File: src/rtl/seg_disp_ctrl.sv
`default_nettype none
// ============================================================================
// seg_disp_ctrl : display sequencer (result latch, peak fetch, key/auto step)
// Rev 1.0
// ============================================================================
module seg_disp_ctrl #(
  parameter int CLK_FREQ     = 50_000_000,
  parameter int DEBOUNCE_CYC = 999_999,
  parameter int AUTO_DUR     = 49_999_999,
  parameter int MAX_PEAKS    = 8,
  parameter int FETCH_TMO    = 15
) (
  input  logic        clk,
  input  logic        rstn,
  input  logic        detect_start,
  input  logic        detect_done,
  input  logic [12:0] detect_time_in,
  input  logic [3:0]  peak_count,
  input  logic        key_mode,
  input  logic        key_next,
  input  logic        auto_en,
  output logic        pk_rd_req,
  output logic [2:0]  pk_rd_idx,
  input  logic        pk_rd_valid,
  input  logic [4:0]  pk_rd_row,
  input  logic [4:0]  pk_rd_col,
  input  logic [7:0]  pk_rd_val,
  output logic [1:0]  disp_mode,
  output logic [12:0] detect_time,
  output logic [2:0]  disp_peak_idx,
  output logic [4:0]  disp_peak_row,
  output logic [4:0]  disp_peak_col,
  output logic [7:0]  disp_peak_val
);

  localparam int DB_W = (DEBOUNCE_CYC > 0) ? $clog2(DEBOUNCE_CYC + 1) : 1;
  localparam int AT_W = (AUTO_DUR > 0) ? $clog2(AUTO_DUR + 1) : 1;
  localparam int TO_W = $clog2(FETCH_TMO + 1);

  localparam logic [1:0] MODE_TIME = 2'b01;
  localparam logic [1:0] MODE_RC   = 2'b10;
  localparam logic [1:0] MODE_VAL  = 2'b11;

  typedef enum logic [1:0] {ST_IDLE = 2'd0, ST_FETCH = 2'd1, ST_SHOW = 2'd2} state_t;

  if (CLK_FREQ <= 0 || MAX_PEAKS < 1 || MAX_PEAKS > 8 || FETCH_TMO < 1) begin : g_bad_param
    $error("seg_disp_ctrl: illegal parameter set");
  end

  // press[0] = mode key, press[1] = next key
  logic [1:0] keys_raw;
  logic [1:0] press;
  assign keys_raw = {key_next, key_mode};

  for (genvar i = 0; i < 2; i++) begin : g_key
    logic [1:0]      r_sync;
    logic [DB_W-1:0] r_cnt;
    logic            r_fired;
    logic            r_pulse;
    always_ff @(posedge clk or negedge rstn) begin
      if (!rstn) begin
        r_sync  <= 2'b11;
        r_cnt   <= '0;
        r_fired <= 1'b0;
        r_pulse <= 1'b0;
      end else begin
        r_sync  <= {r_sync[0], keys_raw[i]};
        r_pulse <= 1'b0;
        if (r_sync[1]) begin
          r_cnt   <= '0;
          r_fired <= 1'b0;
        end else if (!r_fired) begin
          if (r_cnt == DB_W'(DEBOUNCE_CYC)) begin
            r_pulse <= 1'b1;
            r_fired <= 1'b1;
          end else begin
            r_cnt <= r_cnt + 1'b1;
          end
        end
      end
    end
    assign press[i] = r_pulse;
  end

  state_t          r_state;
  logic [3:0]      r_cnt;
  logic [1:0]      r_next_mode;
  logic [TO_W-1:0] r_tmo;
  logic [AT_W-1:0] r_auto_cnt;

  logic       w_auto_tick;
  logic [3:0] w_cnt_sat;
  logic [2:0] w_next_idx;
  logic       w_show_live;
  logic       w_fetch_go;
  logic [2:0] w_fetch_idx;
  logic [1:0] w_fetch_mode;
  logic [1:0] w_mode_step;

  assign w_auto_tick = auto_en && (r_auto_cnt == AT_W'(AUTO_DUR));
  assign w_cnt_sat   = (peak_count > 4'(MAX_PEAKS)) ? 4'(MAX_PEAKS) : peak_count;
  assign w_next_idx  = ({1'b0, pk_rd_idx} == r_cnt - 4'd1) ? 3'd0 : pk_rd_idx + 3'd1;
  assign w_show_live = (r_state == ST_SHOW) && (r_cnt != 4'd0);

  always_comb begin
    case (disp_mode)
      MODE_TIME: w_mode_step = MODE_RC;
      MODE_RC:   w_mode_step = MODE_VAL;
      default:   w_mode_step = MODE_TIME;
    endcase
  end

  // Decides whether this cycle launches a read; encodes the event priority.
  always_comb begin
    w_fetch_go   = 1'b0;
    w_fetch_idx  = pk_rd_idx;
    w_fetch_mode = disp_mode;
    if (detect_start) begin
      w_fetch_go = 1'b0;
    end else if (detect_done) begin
      if (w_cnt_sat != 4'd0) begin
        w_fetch_go   = 1'b1;
        w_fetch_idx  = 3'd0;
        w_fetch_mode = MODE_TIME;
      end
    end else if (w_show_live) begin
      if (press[1]) begin
        w_fetch_go  = 1'b1;
        w_fetch_idx = w_next_idx;
      end else if (w_auto_tick && disp_mode == MODE_VAL) begin
        w_fetch_go   = 1'b1;
        w_fetch_idx  = w_next_idx;
        w_fetch_mode = MODE_RC;
      end
    end
  end

  always_ff @(posedge clk or negedge rstn) begin
    if (!rstn) begin
      r_auto_cnt <= '0;
    end else if (!auto_en || (|press) || w_fetch_go || w_auto_tick) begin
      r_auto_cnt <= '0;
    end else begin
      r_auto_cnt <= r_auto_cnt + 1'b1;
    end
  end

  always_ff @(posedge clk or negedge rstn) begin
    if (!rstn) begin
      r_state       <= ST_IDLE;
      r_cnt         <= 4'd0;
      r_next_mode   <= 2'b00;
      r_tmo         <= '0;
      pk_rd_req     <= 1'b0;
      pk_rd_idx     <= 3'd0;
      disp_mode     <= 2'b00;
      detect_time   <= 13'd0;
      disp_peak_idx <= 3'd0;
      disp_peak_row <= 5'd0;
      disp_peak_col <= 5'd0;
      disp_peak_val <= 8'd0;
    end else begin
      pk_rd_req <= 1'b0;
      if (detect_start) begin
        r_state       <= ST_IDLE;
        disp_mode     <= 2'b00;
        detect_time   <= 13'd0;
        disp_peak_idx <= 3'd0;
        disp_peak_row <= 5'd0;
        disp_peak_col <= 5'd0;
        disp_peak_val <= 8'd0;
      end else begin
        if (detect_done) begin
          detect_time <= detect_time_in;
          r_cnt       <= w_cnt_sat;
        end
        if (w_fetch_go) begin
          r_state     <= ST_FETCH;
          pk_rd_req   <= 1'b1;
          pk_rd_idx   <= w_fetch_idx;
          r_next_mode <= w_fetch_mode;
          r_tmo       <= '0;
        end else if (detect_done) begin
          // empty result set: show time only, peak fields stay blank
          r_state       <= ST_SHOW;
          pk_rd_idx     <= 3'd0;
          disp_mode     <= MODE_TIME;
          disp_peak_idx <= 3'd0;
          disp_peak_row <= 5'd0;
          disp_peak_col <= 5'd0;
          disp_peak_val <= 8'd0;
        end else begin
          case (r_state)
            ST_FETCH: begin
              if (pk_rd_valid || r_tmo == TO_W'(FETCH_TMO - 1)) begin
                r_state       <= ST_SHOW;
                disp_mode     <= r_next_mode;
                disp_peak_idx <= pk_rd_idx;
                disp_peak_row <= pk_rd_valid ? pk_rd_row : 5'd0;
                disp_peak_col <= pk_rd_valid ? pk_rd_col : 5'd0;
                disp_peak_val <= pk_rd_valid ? pk_rd_val : 8'd0;
              end else begin
                r_tmo <= r_tmo + 1'b1;
              end
            end
            ST_SHOW: begin
              if (w_show_live && (w_auto_tick || press[0])) begin
                disp_mode <= w_mode_step;
              end
            end
            default: ;
          endcase
        end
      end
    end
  end

endmodule
`default_nettype wire

File: config.mk
export PLATFORM = sky130hd
export DESIGN_NAME = seg_disp_ctrl
export DESIGN_NICKNAME = d
export VERILOG_FILES = /design/src/rtl/seg_disp_ctrl.sv
export SDC_FILE = /design/constraint.sdc
export NUM_CORES = 1
export LEC_CHECK = 0
export CAP_MARGIN = 10
export CORE_ASPECT_RATIO = 1.5
export CORE_MARGIN = 10
export CORE_UTILIZATION = 45
export CTS_BUF_LIST = sky130_fd_sc_hd__clkbuf_4 sky130_fd_sc_hd__clkbuf_8
export DETAILED_ROUTE_END_ITERATION = 8
export GPL_TIMING_DRIVEN = 0
export PLACE_DENSITY = 0.7
export SLEW_MARGIN = 5
export SYNTH_ARGS = -nofsm -noshare
export SYNTH_HDL_FRONTEND = slang
export SYNTH_SLANG_ARGS = --single-unit
File: constraint.sdc
create_clock -name clk -period 2.2 [get_ports clk]
set_clock_uncertainty 0.15 [all_clocks]
set_input_delay 0.55 -clock clk [delete_from_list [all_inputs] [get_ports clk]]
set_output_delay 0.55 -clock clk [all_outputs]
set_load 0.05 [all_outputs]
# == Word level (Yosys, flattened, before mapping) ==
# Cells that the tools add are included.
# totals
ff_bits,126
inputBits,43
out_inout_bits,40
word_cells,161
# op_classes
add_sub_neg,6
order_cmp,1
n_eq_ne,20
n_mux,80
bitwise_logic,1
reduce_logical,32
# ops
cell,n
2-to-1 mux 20 bit,6
2-to-1 mux 5 bit,12
2-to-1 mux 8 bit,6
"adder 20 x 1 -> 20 bit, second input constant",2
"equality test 20 bit, second input constant",2
2-to-1 mux 3 bit,13
2-to-1 mux 2 bit,15
"adder 26 x 1 -> 26 bit, second input constant",1
"equality test 26 bit, second input constant",1
2-to-1 mux 13 bit,2
2-to-1 mux 26 bit,1
2-to-1 mux 4 bit,5
nonzero test 4 bit,5
2-to-1 mux 1 bit,18
"inequality test 2 bit, second input constant",6
AND reduction 2 bit,5
nonzero test 3 bit,3
case mux 2 bit (2 select lines),2
AND reduction 4 bit,2
nonzero test 2 bit,4
"equality test 2 bit, second input constant",3
logical OR 1 bit,5
AND reduction 5 bit,1
"adder 4 x 1 -> 4 bit, second input constant",1
15 further kinds,19

# == Longest topological paths before layout ==
# Gate-level depths: netlist (run 1).
# logic_depth
depth_word,11
depth_mapped,9
ltp_nobuf,8

# == Worst setup path after synthesis (run 1) ==
# Ideal clock, no wire load.
# synth_timing
path_kind,register -> register
from,register r_auto_cnt[0]
to,register disp_peak_idx[2]
setup_ns,0.120
t_arrival_ns,2.074
t_required_ns,1.930
slack_ns,-0.144
stages_incl_launch_ff,10
path_buffers,2
synth_period_minus_slack_ns,2.344
cell_sequence,dfrtp_1 > ha_1 > and4_1 > nor2b_1 > buf_2 > a311o_2 > a21oi_2 > buf_6 > nor3b_2 > a31o_1
# synth_via
elab_chain_cells,10
# synth_lines
element,line,source
start: declaration,89,logic [AT_W-1:0] r_auto_cnt;
start signal: assignment,144,r_auto_cnt <= r_auto_cnt + 1'b1;
equality test 26 bit,100,assign w_auto_tick = auto_en && (r_auto_cnt == AT_W'(AUTO_DUR));
logical AND 1 bit,100,
logical AND 1 bit,130,end else if (w_auto_tick && disp_mode == MODE_VAL) begin
2-to-1 mux 1 bit,130,
2-to-1 mux 1 bit,127,if (press[1]) begin
2-to-1 mux 1 bit,126,end else if (w_show_live) begin
2-to-1 mux 1 bit,120,end else if (detect_done) begin
2-to-1 mux 1 bit,118,if (detect_start) begin
inequality test 2 bit (no source line),-,
AND reduction 3 bit (no source line),-,
end signal: assignment,198,disp_peak_idx <= pk_rd_idx;
end: declaration,30,"output logic [2:0] disp_peak_idx,"
# Every way passes these cells.
# A chain may end at the register's enable or synchronous reset.

# == Worst setup path in the final report (run 1) ==
# layout_timing
from,input port auto_en
to,register disp_peak_idx[1]
# layout_via
elab_chain_cells,9
# layout_lines
element,line,source
start: declaration,21,"input logic auto_en,"
logical AND 1 bit,100,
logical AND 1 bit,130,
2-to-1 mux 1 bit,130,
2-to-1 mux 1 bit,127,
2-to-1 mux 1 bit,126,
2-to-1 mux 1 bit,120,
2-to-1 mux 1 bit,118,
inequality test 2 bit (no source line),-,
AND reduction 3 bit (no source line),-,
# Every way passes these cells.

==> impl_results.md, run 1 <==
* Dpl cells at 871
* Routed vias at 5270
* Syn_area_per_cell at 9.89 um^2
* Register bit count reported by yosys at 126
* Outcome: finished with violations
* Min Tclk post-route at 2370 ps
* Slowest-stage cell, CP: clkdlybuf4s50_1
* Final net count at 828
* Total grt overflow at 0
* EDFF count, synth at 0
* Sw Ratio at 0.267
* Total track usage at 0.163
* Failing checks: negative setup slack
* Drt pass-1 iters at 5
* DRC Markers at 0
* First DRT Iteration DRCs at 367
* Io pins at 83
* Sequential group share of total power at 0.460
* Family with the most delay on the worst path: compound AO/OA/AOI/OAI gates
* First-pass GRT wire length at 25300 um
* Ratio of cells with drive above 1 in the final layout at 0.246
* Comb power frac at 0.142
* Max-slew violations at 0
* H-tree Lvls at 4
* Number of buffers created by CTS at 17
* Worst-skew pair later-pin latency at 440 ps
* Most common cell after layout, fill and taps aside: dfrtp_1
* VDD IR-drop max at 0.363 mV
* Static Leak at 3.78 nW
* Max transition margin at 0.410
* CP bufs+invs at 2
* Initial Util at 0.458
* DIE AREA at 19000 um^2
* Tightest Pin Transition at 883 ps
* Post-Synthesis Cell Area at 6200 um^2
* Total Wirelength at 16200 um
* Final worst setup slack at -165 ps
* Root buf cell: clkbuf_8
* Period utilization at 1.08
* # rows at 52
* Initial antenna violation count at 0
* Synth Area in XOR/XNOR at 0.0820
* Sequential share of the synthesized area at 0.509
* Fraction of the mapped netlist area in simple logic gates at 0.250
* CP arrival at 2550 ps
* Largest family of logic cells by synthesized area: simple AND/OR/NAND/NOR gates
* Critical Path Stages at 8
* Area grow syn2layout at 39.2%
* DIE WIDTH at 116 um
* Post-synthesis compound-gate area fraction at 0.0694
* Critical path type: in2reg
* Synth Flop Type: dfrtp_1
* Max-cap violations at 0
* Max stage delay on crit path at 490 ps
* Post-synthesis mux area share at 0.0319
* RSZ-0062 raised after global routing: yes
* Final GP Congestion at 0.835
* Hold Crit Depth at 0
* Crit path launch type: primary input
* # diodes at 0
* Final ANT Viol Nets at 0
* Pre-CTS setup slack at -1180 ps
* HP Class: reg2reg
* Final non-filler cell total at 948
* Synth cell types at 57
* Die Y at 164 um
* Yosys Warn Count at 0
* Detailed-placement wirelength estimate at 10500 um
* Crit-path cells: clkdlybuf4s50_1, nand4b_1, nor4_4, a311o_2, a21oi_4, buf_6, nor3b_2, a31o_1
* Storage cell area at 3160 um^2
* Internal power at 3.92 mW
* Most frequent cells in the layout: dfrtp_1, nor2_1, nand2_1, clkdlybuf4s50_1, dlygate4sd2_1
* Fraction of registers with async set/reset at 1.00
* Net switching power at 1.43 mW
* Design Power at 5.36 mW
* Vias per cell at 5.56
* Synth Area in Adders at 0.0242
* Worst endpoint required time at 2380 ps
* Hold_ws at 207 ps
* Highest Clock Rate at 0.423 GHz
* Synth Instances at 627
* Setup TNS at -4650 ps
* Syn_nets at 682
* Final hold violation count at 0
* Util after Layout at 0.638
* Critical Path End Type: flop
* Vias in the first global route at 5234
* Largest net degree at the start of global routing at 70
* Setup Viol. Count Final at 68
* Fill count at 1030
* Finished layout cell area at 8630 um^2
* WL/cell at 17.1 um
* Area after DPL at 7270 um^2
* Core area at 13500 um^2
* Clock Path Buffers at 2
* Clock sink total at 126
* Worst Path Max Fanout at 8
* Clock tree from TritonCTS: yes
* Clk slew on worst S/H paths at 70 ps
* IO Port Bufs at 81
* Share of power burned in the clock network at 0.398
* Register-to-Register Path Depth at 8
* Area of the multi-input gates at 3330 um^2
* Pwr Density at 621 nW/um^2
## kinds of logic after synthesis
group | Yosys count
mux | 19
buf+inv | 48
compound gates | 72
xor+xnor | 58
flops | 126
simple gates | 292
fa+ha+maj | 12
## timing repair
| action | in CTS | in global routing |
|---|---|---|
| setup buffers | 19 | 23 |
| gates resized for setup | 119 | 89 |
| endpoints found under the hold margin | 53 | 0 |
| hold buffers | 1 | 0 |
| setup endpoints to repair | 136 | 86 |
| pin swaps | 31 | 32 |
| cloned | 3 | 3 |
## path summary, 6_finish.rpt
kind                                         startpoint                       endpoint  slack [ps]
setup / recovery                                auto_en   disp_peak_idx[1]$_DFFE_PN0P_        -170
hold / removal             g_key[1].r_sync[0]$_DFF_PN1_   g_key[1].r_sync[1]$_DFF_PN1_         210
setup reg to reg                r_auto_cnt[1]$_DFF_PN0_   disp_peak_idx[1]$_DFFE_PN0P_        -150
min in group asynchronous                          rstn       r_auto_cnt[23]$_DFF_PN0_         490
max in group asynchronous                          rstn  g_key[0].r_cnt[6]$_DFFE_PN0P_         690
hold reg to reg            g_key[1].r_sync[0]$_DFF_PN1_   g_key[1].r_sync[1]$_DFF_PN1_         210
## cell usage after synthesis, types with 11 or more instances
cell type | count | area [um^2]
nand4_1 | 16 | 100
xnor2_1 | 34 | 298
a21oi_1 | 16 | 80.1
and3_1 | 12 | 75.1
o21ai_1 | 11 | 55.1
nand3_1 | 35 | 175
dfrtp_1 | 122 | 3050
clkbuf_1 | 13 | 48.8
nand2_1 | 42 | 158
nand2b_1 | 28 | 175
ha_1 | 12 | 150
nor4_1 | 12 | 75.1
o21ai_0 | 25 | 125
nor2_1 | 81 | 304
nor3_1 | 22 | 110
xor2_1 | 24 | 210
mux2i_1 | 16 | 160
inv_1 | 22 | 82.6
## final cells by class
cell class / count / share of cell area
inverters: 22 / 0.00957
well taps: 162 / 0.0235
flip-flops and latches: 126 / 0.366
clock inverters: 10 / 0.0159
multi-input cells: 453 / 0.386
repair buffers: 130 / 0.147
clock buffers: 22 / 0.0329
plain buffers: 23 / 0.0194
## worst reg2reg max path, stage by stage (launching register included)
cell,delay [ps]
dfrtp_1,390
ha_2,200
and4_4,190
nor2b_4,130
a311o_2,390
a21oi_4,350
buf_6,190
nor3b_2,50
a31o_1,200
## layer usage
| layer | part of all wire | routed length, um | vias to the layer above | GRT usage |
|---|---|---|---|---|
| li1 | - | - | 2471 | - |
| met1 | 0.38 | 6090 | 2629 | 0.174 |
| met2 | 0.55 | 8910 | 133 | 0.299 |
| met3 | 0.052 | 850 | 37 | 0.0427 |
| met4 | 0.022 | 351 | 0 | 0.0537 |
| met5 | 0 | 0 | - | 0 |
## state kept, by name, summed over array words and instances, names as in the netlist, 2 cells and up
| signal | flops |
|---|---|
| g_key.r_cnt | 40 |
| r_auto_cnt | 26 |
| detect_time | 13 |
| disp_peak_val | 8 |
| disp_peak_col | 5 |
| disp_peak_row | 5 |
| g_key.r_sync | 4 |
| r_cnt | 4 |
| r_tmo | 4 |
| disp_peak_idx | 3 |
| pk_rd_idx | 3 |
| disp_mode | 2 |
| g_key.r_fired | 2 |
| g_key.r_pulse | 2 |
| r_next_mode | 2 |
| r_state | 2 |
## power groups by stage
stage          logic [mW]  clock network (mW)  registers (mW)
6_report            0.758                2.13            2.46
5_1_grt             0.818                2.28            2.47
4_1_cts             0.714                2.17            2.46
3_5_place_dp        0.648                   0            2.51
3_3_place_gp        0.627                   0            2.50
2_1_floorplan       0.246                   0            2.62
No activity file was read; power rests on OpenSTA's default activity.
==> run 2: changes to the inputs <==
==> constraint.sdc (replaced) <==
create_clock -name clk -period 2.2 [get_ports clk]
set_clock_uncertainty 0.15 [all_clocks]
set_input_delay 0.33 -clock clk [delete_from_list [all_inputs] [get_ports clk]]
set_output_delay 0.33 -clock clk [all_outputs]
set_load 0.05 [all_outputs]
==> run 2 against run 1 <==
Net effect:
- the run still ends with negative setup slack left
- critical path type is now reg2reg
- global-route usage about the same
- utilization rose by 0.074 points
- setup slack got worse by 57 ps
- non-clock buffer count fell by 7
- wire length is essentially flat
- final area increased by 0.12%
- critical path depth down 2
- highest routed layer unchanged
- largest cell class unchanged
- maximum frequency down 2.4%
==> impl_results.md, run 2 (same netlist as run 1, synthesis figures left out) <==
* First-pass GRT wire length at 25200 um
* Final ANT Viol Nets at 0
* Critical path type: reg2reg
* H-tree Lvls at 4
* Worst-skew pair later-pin latency at 440 ps
* Largest net degree at the start of global routing at 70
* Pwr Density at 620 nW/um^2
* Period utilization at 1.10
* Clock Path Buffers at 2
* Worst endpoint required time at 2370 ps
* # rows at 52
* Setup Viol. Count Final at 71
* Outcome: finished with violations
* Static Leak at 3.57 nW
* Final hold violation count at 0
* Fill count at 1029
* Vias in the first global route at 5244
* Most common cell after layout, fill and taps aside: dfrtp_1
* CP arrival at 2590 ps
* Ratio of cells with drive above 1 in the final layout at 0.245
* Util after Layout at 0.638
* Core area at 13500 um^2
* Vias per cell at 5.56
* Worst Path Max Fanout at 4
* Clk slew on worst S/H paths at 70 ps
* Clock tree from TritonCTS: yes
* Design Power at 5.36 mW
* Min Tclk post-route at 2420 ps
* Drt pass-1 iters at 6
* DIE WIDTH at 116 um
* Area grow syn2layout at 39.4%
* Initial Util at 0.458
* Max-cap violations at 0
* Total grt overflow at 0
* VDD IR-drop max at 0.361 mV
* # diodes at 0
* First DRT Iteration DRCs at 331
* Largest register FFs at 40
* Largest Register: g_key.r_cnt
* Final GP Congestion at 0.835
* DRC Markers at 0
* Clock sink total at 126
* RSZ-0062 raised after global routing: yes
* Crit path launch type: flop
* Regs by FF count: g_key.r_cnt: 40 flops, r_auto_cnt: 26 flops, detect_time: 13 flops
* Most frequent cells in the layout: dfrtp_1, clkdlybuf4s50_1, nor2_1, nand2_1, xnor2_1
* Max transition margin at 0.393
* Critical Path End Type: flop
* Highest Clock Rate at 0.413 GHz
* Max-slew violations at 0
* Routed vias at 5228
* DIE AREA at 19000 um^2
* Number of buffers created by CTS at 17
* Total track usage at 0.162
* WL/cell at 17.2 um
* IO Port Bufs at 81
* Failing checks: negative setup slack
* Die Y at 164 um
* Initial antenna violation count at 0
* Tightest Pin Transition at 908 ps
* Io pins at 83
* Detailed-placement wirelength estimate at 10500 um
* HP Class: in2reg
* Final net count at 821
* Final worst setup slack at -223 ps
* Root buf cell: clkbuf_8
* Hold_ws at 139 ps
* Total Wirelength at 16200 um
[run 2: cell count changes in the layout (fill, tap and decap cells not counted), sizes merged]
| cell | before | now |
|---|---|---|
| buf | 60 | 53 |
| clkbuf | 36 | 34 |
| clkdlybuf4s15 | 2 | 0 |
| clkdlybuf4s50 | 39 | 75 |
| dlygate4sd2 | 36 | 4 |
[run 2: where the power goes]
part	internal, mW	total (mW)	switching [mW]	leakage, nW
clock network	1.22	2.14	0.923	0.213
registers	2.39	2.46	0.0723	1.71
logic	0.314	0.752	0.438	1.65
total	3.92	5.36	1.43	3.57
[run 2: critical path: stages (launching register included)]
cell and delay [ps]:
dfrtp_1 400, or4b_4 550, nor4_4 340, a311o_2 330, nand2_4 110, nor2_8 110, mux2_4 310
[run 2: per-layer routing]
| layer | up-vias | wire length (um) | part of all wire | global-route usage |
|---|---|---|---|---|
| li1 | 2459 | - | - | - |
| met1 | 2626 | 6130 | 0.38 | 0.174 |
| met2 | 120 | 8940 | 0.55 | 0.296 |
| met3 | 23 | 846 | 0.052 | 0.0467 |
| met4 | 0 | 268 | 0.017 | 0.0531 |
| met5 | - | 0 | 0 | 0 |
[run 2: final cells by class]
cell class,count,area (um^2),share of cell area
multi-input cells,453,3380,0.391
well taps,162,203,0.0235
repair buffers,122,1220,0.141
flip-flops and latches,126,3160,0.366
plain buffers,24,170,0.0197
inverters,22,82.6,0.00956
clock inverters,10,138,0.0159
clock buffers,22,284,0.0329
[run 2: worst paths after layout]
path | slack (ps) | to | depth (start not counted) | from
max | -220 | r_next_mode[0]$_DFFE_PN0N_ | 6 | r_auto_cnt[7]$_DFF_PN0_
min | 140 | g_key[1].r_sync[0]$_DFF_PN1_ | 1 | key_next
max reg2reg | -220 | r_next_mode[0]$_DFFE_PN0N_ | 6 | r_auto_cnt[7]$_DFF_PN0_
min reg2reg | 210 | g_key[1].r_sync[1]$_DFF_PN1_ | 0 | g_key[1].r_sync[0]$_DFF_PN1_
max in group asynchronous | 890 | g_key[0].r_cnt[6]$_DFFE_PN0P_ | 3 | rstn
min in group asynchronous | 270 | r_auto_cnt[22]$_DFF_PN0_ | 2 | rstn
[run 2: what timing repair did]
| action | CTS | global route |
|---|---|---|
| pin swaps | 25 | 48 |
| hold buffers | 1 | 0 |
| hold endpoints to repair | 53 | 0 |
| buffers inserted | 18 | 18 |
| resized for setup | 67 | 102 |
| setup endpoints to repair | 98 | 82 |
| gates cloned | 3 | 2 |
[run 2: metrics by stage]
| stage | instance area [um^2] | cells | setup WS [ps] | setup TNS, ps |
|---|---|---|---|---|
| finish | 8640 | 941 | -223 | -6240 |
| global route | 8640 | 941 | -323 | -12330 |
| CTS | 8080 | 924 | -175 | -2890 |
| detailed placement | 7270 | 871 | -958 | -51580 |
| global placement | 7250 | 870 | -4150 | -563420 |
| floorplan | 6230 | 627 | -130 | -346 |
==> run 3: changes to the inputs <==
--- a/config.mk
+++ b/config.mk
@@ -9,11 +9,10 @@
 export CORE_ASPECT_RATIO = 1.5
 export CORE_MARGIN = 10
 export CORE_UTILIZATION = 45
-export CTS_BUF_LIST = sky130_fd_sc_hd__clkbuf_4 sky130_fd_sc_hd__clkbuf_8
 export DETAILED_ROUTE_END_ITERATION = 8
 export GPL_TIMING_DRIVEN = 0
 export PLACE_DENSITY = 0.7
-export SLEW_MARGIN = 5
+export SLEW_MARGIN = 20
 export SYNTH_ARGS = -nofsm -noshare
 export SYNTH_HDL_FRONTEND = slang
 export SYNTH_SLANG_ARGS = --single-unit
==> run 3 against run 2 <==
Net effect:
- the flow still finishes with violations (negative setup slack)
- cell count decreased by 0.53%
- clock power increased by 33%
- highest routed layer unchanged
- critical path type unchanged
- final area decreased by 0.19%
- largest cell class unchanged
- clock-buffer cell count unchanged
- worst hold slack improved by 30 ps
- maximum frequency increased by 3.4%
- sequential cell count unchanged
- power increased by 13%
- utilization decreased by 0.12 points
==> impl_results.md, run 3 (same netlist as run 1, synthesis figures left out) <==
* Outcome: finished with violations
* Failing checks: negative setup slack
* HP Class: in2reg
* Static Leak at 3.62 nW
* IO Port Bufs at 81
* Total grt overflow at 0
* Core area at 13500 um^2
* Worst endpoint required time at 2350 ps
* Final ANT Viol Nets at 0
* Io pins at 83
* Largest Register: g_key.r_cnt
* Clock tree from TritonCTS: yes
* Worst Path Max Fanout at 6
* DIE AREA at 19000 um^2
* Min Tclk post-route at 2340 ps
* DRC Markers at 0
* Ratio of cells with drive above 1 in the final layout at 0.207
* Total Wirelength at 16000 um
* Critical Path End Type: flop
* Final hold violation count at 0
* Highest Clock Rate at 0.427 GHz
* CP arrival at 2490 ps
* Vias per cell at 5.54
* Critical path type: reg2reg
* Final GP Congestion at 0.835
* Tightest Pin Transition at 644 ps
* # rows at 52
* Register-to-Register Path Depth at 8
* Max-slew violations at 0
* Vias in the first global route at 5250
* H-tree Lvls at 4
* First-pass GRT wire length at 25300 um
* Most frequent cells in the layout: dfrtp_1, clkdlybuf4s50_1, nor2_1, nand2_1, xnor2_1
* Die Y at 164 um
* Worst-skew pair later-pin latency at 410 ps
* Largest net degree at the start of global routing at 70
* DIE WIDTH at 116 um
* Clk slew on worst S/H paths at 60 ps
* Most common cell after layout, fill and taps aside: dfrtp_1
* VDD IR-drop max at 0.481 mV
* Total track usage at 0.162
* Regs by FF count: g_key.r_cnt: 40 flops, r_auto_cnt: 26 flops, detect_time: 13 flops
* Drt pass-1 iters at 4
* # diodes at 0
* Max-cap violations at 0
* Crit path launch type: flop
* Hold_ws at 169 ps
* Setup Viol. Count Final at 58
* Final net count at 816
* Area grow syn2layout at 39.1%
* Storage cell area at 3160 um^2
* Period utilization at 1.06
* Number of buffers created by CTS at 17
* WL/cell at 17.0 um
* Clock sink total at 126
* First DRT Iteration DRCs at 342
* Final worst setup slack at -142 ps
* Setup TNS at -4180 ps
* Clock Path Buffers at 2
* Hold Crit Depth at 1
* Pwr Density at 703 nW/um^2
* Initial Util at 0.458
* Routed vias at 5182
* Detailed-placement wirelength estimate at 10500 um
* Fill count at 1035
* Initial antenna violation count at 0
* Max transition margin at 0.571
* Root buf cell: clkbuf_16
* Largest register FFs at 40
* RSZ-0062 raised after global routing: yes
* Area of the multi-input gates at 3240 um^2
## run 3: timing repair
action / in CTS / in global routing
hold endpoints to repair: 53 / 0
gates cloned: 2 / 3
setup buffers: 18 / 12
pin swaps: 22 / 29
resized for setup: 56 / 74
endpoints found under the setup margin: 97 / 80
hold buffers: 1 / 0
## run 3: path summary, 6_finish.rpt
path	startpoint	endpoint	slack (ps)
worst max-delay path	r_auto_cnt[1]$_DFF_PN0_	disp_peak_idx[1]$_DFFE_PN0P_	-140
worst min-delay path	key_next	g_key[1].r_sync[0]$_DFF_PN1_	170
worst max register to register	r_auto_cnt[1]$_DFF_PN0_	disp_peak_idx[1]$_DFFE_PN0P_	-140
worst min register to register	g_key[1].r_sync[0]$_DFF_PN1_	g_key[1].r_sync[1]$_DFF_PN1_	200
max in group asynchronous	rstn	g_key[0].r_cnt[2]$_DFFE_PN0P_	860
min in group asynchronous	rstn	r_auto_cnt[23]$_DFF_PN0_	300
## run 3: final cells by class
type,count,share of cell area
plain buffers,23,0.0197
clock buffers,22,0.0538
clock inverters,10,0.0160
inverters,22,0.00957
multi-input cells,453,0.376
flip-flops and latches,126,0.366
well taps,162,0.0235
repair buffers,118,0.135
## run 3: layer usage
metal,track usage,share of wire,up-vias
li1,-,-,2446
met1,0.171,0.38,2593
met2,0.303,0.56,116
met3,0.0383,0.048,27
met4,0.0554,0.017,0
met5,0,0,-
## run 3: per-stage QoR
| stage | worst slack (ps) | std cells | power (mW) | cell area [um^2] | utilization |
|---|---|---|---|---|---|
| after global routing | -237 | 936 | 6.27 | 8620 | 0.637 |
| final | -142 | 936 | 6.06 | 8620 | 0.637 |
| after global placement | -4150 | 870 | 3.13 | 7250 | 0.535 |
| after detailed placement | -958 | 871 | 3.16 | 7270 | 0.538 |
| after floorplan | -130 | 627 | 2.87 | 6230 | - |
| after CTS | -118 | 922 | 6.05 | 8210 | 0.606 |
## run 3: report_power, final
group          internal, mW  switching [mW]
Sequential             2.40          0.0727
Combinational         0.313           0.431
Clock                  1.84            1.01
## run 3: worst max-delay path, stage by stage, from the launching register on
cell     delay, ps
dfrtp_1        390
ha_2           190
and4_4         180
nor2b_4        130
a311o_2        440
a21oi_4        300
buf_6          180
nor3b_2         50
a31o_1         200
==> variant 1 (flow settings as in run 2) <==
Encoding of `state_t`: now one-hot (3 bits for 3 states).
--- a/src/rtl/seg_disp_ctrl.sv
+++ b/src/rtl/seg_disp_ctrl.sv
@@ -42,5 +42,5 @@
   localparam logic [1:0] MODE_VAL  = 2'b11;
 
-  typedef enum logic [1:0] {ST_IDLE = 2'd0, ST_FETCH = 2'd1, ST_SHOW = 2'd2} state_t;
+  typedef enum logic [2:0] {ST_IDLE = 3'b001, ST_FETCH = 3'b010, ST_SHOW = 3'b100} state_t;
 
   if (CLK_FREQ <= 0 || MAX_PEAKS < 1 || MAX_PEAKS > 8 || FETCH_TMO < 1) begin : g_bad_param
Function: no difference found for any inputs over 4 cycles, from zero or initial values and one cycle with rstn low; so few cycles prove little.
==> variant 1 against run 2 <==
  * The run still ends with setup timing left
  * Critical path depth unchanged
  * Final cell count down 3.0%
  * Maximum frequency down 4.0%
  * Cell area down 5.4%
  * Total power up 2.4%
  * Die area down 2.5%
  * Sequential share of layout area up 2.4 points
  * Worst setup slack worse by 0.10 ns
  * Synthesized area down 3.0%
  * Wire length down 9.0%
  * Sequential cell count up 1
==> variant 1: results (changes against run 2) <==
The number of input and output port buffers inserted was 81 (unchanged). Counting instances in the post-synthesis netlist gives the leading cell types as sky130_fd_sc_hd__dfrtp_1, sky130_fd_sc_hd__nor2_1, sky130_fd_sc_hd__nand2_1. The relative slew slack came out at 0.606 (+0.213).

On the critical path, the stage with the largest delay is an instance of sky130_fd_sc_hd__or4b_4. The register area share after synthesis is 0.530 (+0.0201). The worst hold path belongs to the class in -> reg. The number of iterations in the first detailed-routing pass came out at 6 (unchanged). The maximum clock path buffer count came out at 2 (unchanged).

The clock-pin slew on the worst setup and hold paths is 0.07 ns (about the same). The CTS buffer count came out at 17 (unchanged). The H-tree depth reported by CTS is 4 (unchanged).

The flow ran to the end, but the final reports show violations. The number of violations reported at the end of detailed-routing iteration 0 is 175 (-47%). The share of post-route cells with drive strength above 1 came out at 0.203 (-0.0423). The global placer's final weighted congestion came out at 0.848 (+1.6%). The number of antenna violations at the first check in global routing came out at 0 (unchanged). In the final layout, the registers with the most flip-flops are g_key.r_cnt (40), r_auto_cnt (26), detect_time (13). The largest net degree at the start of global routing was 94 (+34%). The number of different library cells in the post-synthesis netlist was 50 (-12%). The average wire length per cell after detail routing was 16.1 um (-6.2%). The largest vdd supply drop is 0.000398 V (+10%). The overall track demand over capacity in global routing is 0.164 (+0.00205). The number of diodes added for antenna fixing came out at 0 (unchanged). The post-synthesis net count came to 666 (-2.3%). The final setup TNS came out at -6.08 ns (+0.164 ns). Among all flip-flop cells after synthesis, the most frequent one is sky130_fd_sc_hd__dfrtp_1. The global-route wire length before repair came out at 25200 um (about the same).

The worst-case setup margin in the final layout is -0.323 ns (-0.100 ns). In the post-synthesis netlist, the biggest area contributors are sky130_fd_sc_hd__dfrtp_1, sky130_fd_sc_hd__xor2_1, sky130_fd_sc_hd__nor2_1. The post-synthesis async set-or-reset flop share is 1.00 (unchanged).

The number of buffer and inverter instances along the worst setup path is 0 (unchanged). The static leakage power is 3.62 nW (+1.5%). The post-place instance area is 0.00710 mm^2 (-2.5%).

The largest driver fanout on the critical path came to 3 (-1). The source-to-sink clock delay at the later pin of the worst-skew pair is 0.44 ns (about the same). The net count reported at finish came to 794 (-3.3%). The via count of the first global-routing pass is 5297 (+1.0%). The worst path arrival time came to 2.69 ns (+0.10 ns). The post-DP HPWL was 10200 um (-2.9%). The number of setup violations in the final report is 52 (-27%).

The vias per cell is 5.36 (-3.6%). The final reports fail on setup timing. The kind of cell with the highest combined delay along the critical path is simple AND/OR/NAND/NOR gates.
## variant 1: cell types whose count changed after synthesis, moves of 13 or more
cell                              run 2  this run
sky130_fd_sc_hd__nand2_1             42        77
sky130_fd_sc_hd__nand2b_1            28         8
sky130_fd_sc_hd__nor2_1              81        94
sky130_fd_sc_hd__nor3_1              22         5
sky130_fd_sc_hd__xnor2_1             34        12
sky130_fd_sc_hd__xor2_1              24        48
## variant 1: where the power goes
group / switching [mW] / total (mW) / internal (mW) / leakage [nW]
clock network: 0.906 / 2.27 / 1.36 / 0.223
logic: 0.427 / 0.727 / 0.299 / 1.68
registers: 0.0696 / 2.49 / 2.42 / 1.72
## variant 1: kinds of logic after synthesis
| group | Yosys count | share of synthesized area |
|---|---|---|
| AND/OR/NAND/NOR | 293 | 0.238 |
| flip-flops | 127 | 0.530 |
| AO/OA/AOI/OAI | 66 | 0.0662 |
| XOR/XNOR | 60 | 0.0874 |
| buffers and inverters | 37 | 0.0235 |
| multiplexers | 20 | 0.0345 |
| adder cells (fa/ha/maj) | 10 | 0.0208 |
## variant 1: final cells by class
class / instances / area, um^2
Multi-Input combinational cell: 449 / 3030
Buffer: 19 / 139
Clock buffer: 23 / 298
Fill cell: 1052 / 4850
Clock inverter: 9 / 156
Tap cell: 159 / 199
Sequential cell: 127 / 3190
Timing Repair Buffer: 112 / 1110
Inverter: 15 / 56.3
## variant 1: stage by stage
stage	setup slack [ns]	instances	hold WS [ns]	util
6_report	-0.323	913	0.142	0.628
5_1_grt	-0.422	913	0.130	0.628
4_1_cts	-0.351	914	0.127	0.615
3_5_place_dp	-0.847	854	0.0986	0.545
3_3_place_gp	-4.15	853	0.196	0.543
2_1_floorplan	-0.197	613	-0.116	-
## variant 1: final timing paths
check	startpoint	to	slack (ns)	cells after the start
worst max register to register	r_auto_cnt[16]	r_next_mode[0]	-0.32	6
max in group asynchronous	rstn	g_key[1].r_sync[0]	0.94	3
worst min register to register	g_key[0].r_sync[0]	g_key[0].r_sync[1]	0.21	0
worst max-delay path	r_auto_cnt[16]	r_next_mode[0]	-0.32	6
worst min-delay path	key_mode	g_key[0].r_sync[0]	0.14	1
min in group asynchronous	rstn	disp_peak_col[0]	0.20	2
## variant 1: what timing repair did
action / in CTS / in global routing
hold endpoints to repair: 34 / 0
resized for setup: 86 / 48
hold buffers: 1 / 0
endpoints found under the setup margin: 86 / 85
cloned: 5 / 0
setup buffers: 22 / 2
pin swaps: 31 / 8
## variant 1: layer usage
metal,vias to the layer above,global-route usage,part of all wire
li1,2342,-,-
met1,2405,0.173,0.38
met2,116,0.303,0.55
met3,28,0.0423,0.046
met4,0,0.0577,0.021
met5,-,0,0
==> variant 2 (settings of run 2) <==
Made on the original files. Set the parameter `AUTO_DUR` to 99_999_998 (it was 49_999_999).
--- a/src/rtl/seg_disp_ctrl.sv
+++ b/src/rtl/seg_disp_ctrl.sv
@@ -7,5 +7,5 @@
   parameter int CLK_FREQ     = 50_000_000,
   parameter int DEBOUNCE_CYC = 999_999,
-  parameter int AUTO_DUR     = 49_999_999,
+  parameter int AUTO_DUR     = 99_999_998,
   parameter int MAX_PEAKS    = 8,
   parameter int FETCH_TMO    = 15
Function: no difference found for any inputs over 4 cycles, from zero or initial values and one cycle with rstn low; that may be too few to reach the edited logic, so the function may still have changed.
==> variant 2 against run 2 <==
  * The flow still finishes with violations (setup timing)
  * Sequential power hardly changed
  * Total power is 2.2% lower
  * Core utilization is 3.7 points lower
  * Wire length is 7.1% lower
  * Synthesized area is 0.30% lower
  * Sequential cell count is 1 higher
  * Combinational power is 13% lower
  * Cell area is 6.2% lower
  * Worst setup slack worse by 0.039 ns
  * Largest cell class is now sequential cells
==> variant 2: results (changes against run 2) <==
The cell count after synthesis came out at 630 (+0.48%). The number of iterations in the first detailed-routing pass is 5 (-1). The checks that failed: setup timing. The number of setup violations in the final report is 21 (-70%).

The adder and majority gate portion of the synthesized area is 0.0263 (+0.00210). The share of post-route cells with drive strength above 1 was 0.150 (-0.0951). The register area share after synthesis is 0.515 (+0.00560).

The number of violations reported at the end of detailed-routing iteration 0 is 274 (-17%). Ranked by total cell area, the synthesized netlist is headed by sky130_fd_sc_hd__dfrtp_1, sky130_fd_sc_hd__nor2_1, sky130_fd_sc_hd__xnor2_1. The global-route wire length before repair is 24500 um (-2.8%). The destination of the critical timing path is g_key[1].r_cnt[7]. The flow ran to the end, but the final reports show violations. The compound-gate portion of the synthesized area came out at 0.0682 (-0.00121).

The portion of netlist area occupied by mux cells came out at 0.0332 (+0.00131). The largest driver fanout on the critical path is 6 (+2). The cell count of the worst reg-to-reg path came out at 7 (+1). The worst-case setup margin in the final layout came out at -0.262 ns (-0.0391 ns). The placed instance count is 873 (+0.23%). The largest net degree at the start of global routing is 80 (+14%). The xor and xnor area share after synthesis is 0.0850 (+0.00308). The global placer's final weighted congestion came out at 0.822 (-1.5%). The global-route track usage on met2 is 0.280 (-0.0158). The power spent charging and discharging nets came out at 1.49 mW (+3.8%). The overall track demand over capacity in global routing came out at 0.159 (-0.00334). The worst path arrival time is 2.63 ns (+0.04 ns). The average wire length per cell after detail routing came out at 16.2 um (-5.8%).

The largest vdd supply drop is 0.000374 V (+3.6%).
==> variant 2: final cells by class <==
cell class,instances,area (um^2)
clock buffer,18,248
tap,162,203
fill,1100,5370
timing repair buffer,104,1010
multi-input combinational,434,2980
buffer,24,133
sequential,127,3180
inverter,45,169
clock inverter,14,169
==> variant 2: timing repair <==
item                                    CTS  global route
setup buffers                            10            11
pin swaps                                 5            13
resized for setup                        24            66
cloned                                    0             1
hold buffers                              1             0
hold endpoints to repair                 48             0
endpoints found under the setup margin   87            88
==> variant 2: how the worst min path moves through the flow <==
stage | startpoint | end | slack, ns | cells past startpoint
after CTS | detect_start | detect_time[2] | 0.11 | 2
after global routing | detect_start | detect_time[2] | 0.10 | 2
after floorplan | rstn | detect_time[0] | -0.12 | 0
final | detect_start | detect_time[2] | 0.12 | 2
after detailed placement | rstn | disp_peak_col[0] | 0.15 | 1
after global placement | g_key[1].r_sync[0] | g_key[1].r_sync[1] | 0.20 | 0
==> variant 2: metrics by stage <==
step / hold slack, ns / power, mW / setup TNS [ns] / utilization / cell area [um^2]
after floorplan: -0.116 / 2.82 / -0.919 / - / 6180
after global placement: 0.197 / 3.07 / -571.57 / 0.533 / 7180
after detailed placement: 0.148 / 3.09 / -53.37 / 0.535 / 7210
after CTS: 0.108 / 5.25 / -3.76 / 0.578 / 7780
after global routing: 0.105 / 5.47 / -6.54 / 0.602 / 8100
final: 0.118 / 5.24 / -4.21 / 0.602 / 8100
==> variant 2: kinds of logic after synthesis <==
group / Yosys count
mux: 20
simple gates: 271
compound gates: 70
fa+ha+maj: 13
xor+xnor: 60
buf+inv: 69
flops: 127
==> variant 2: routing by layer <==
layer  routed length, um  part of all wire
met5                   0                 0
met4                 296             0.020
met3                 651             0.043
met2                8030              0.53
met1                6070              0.40
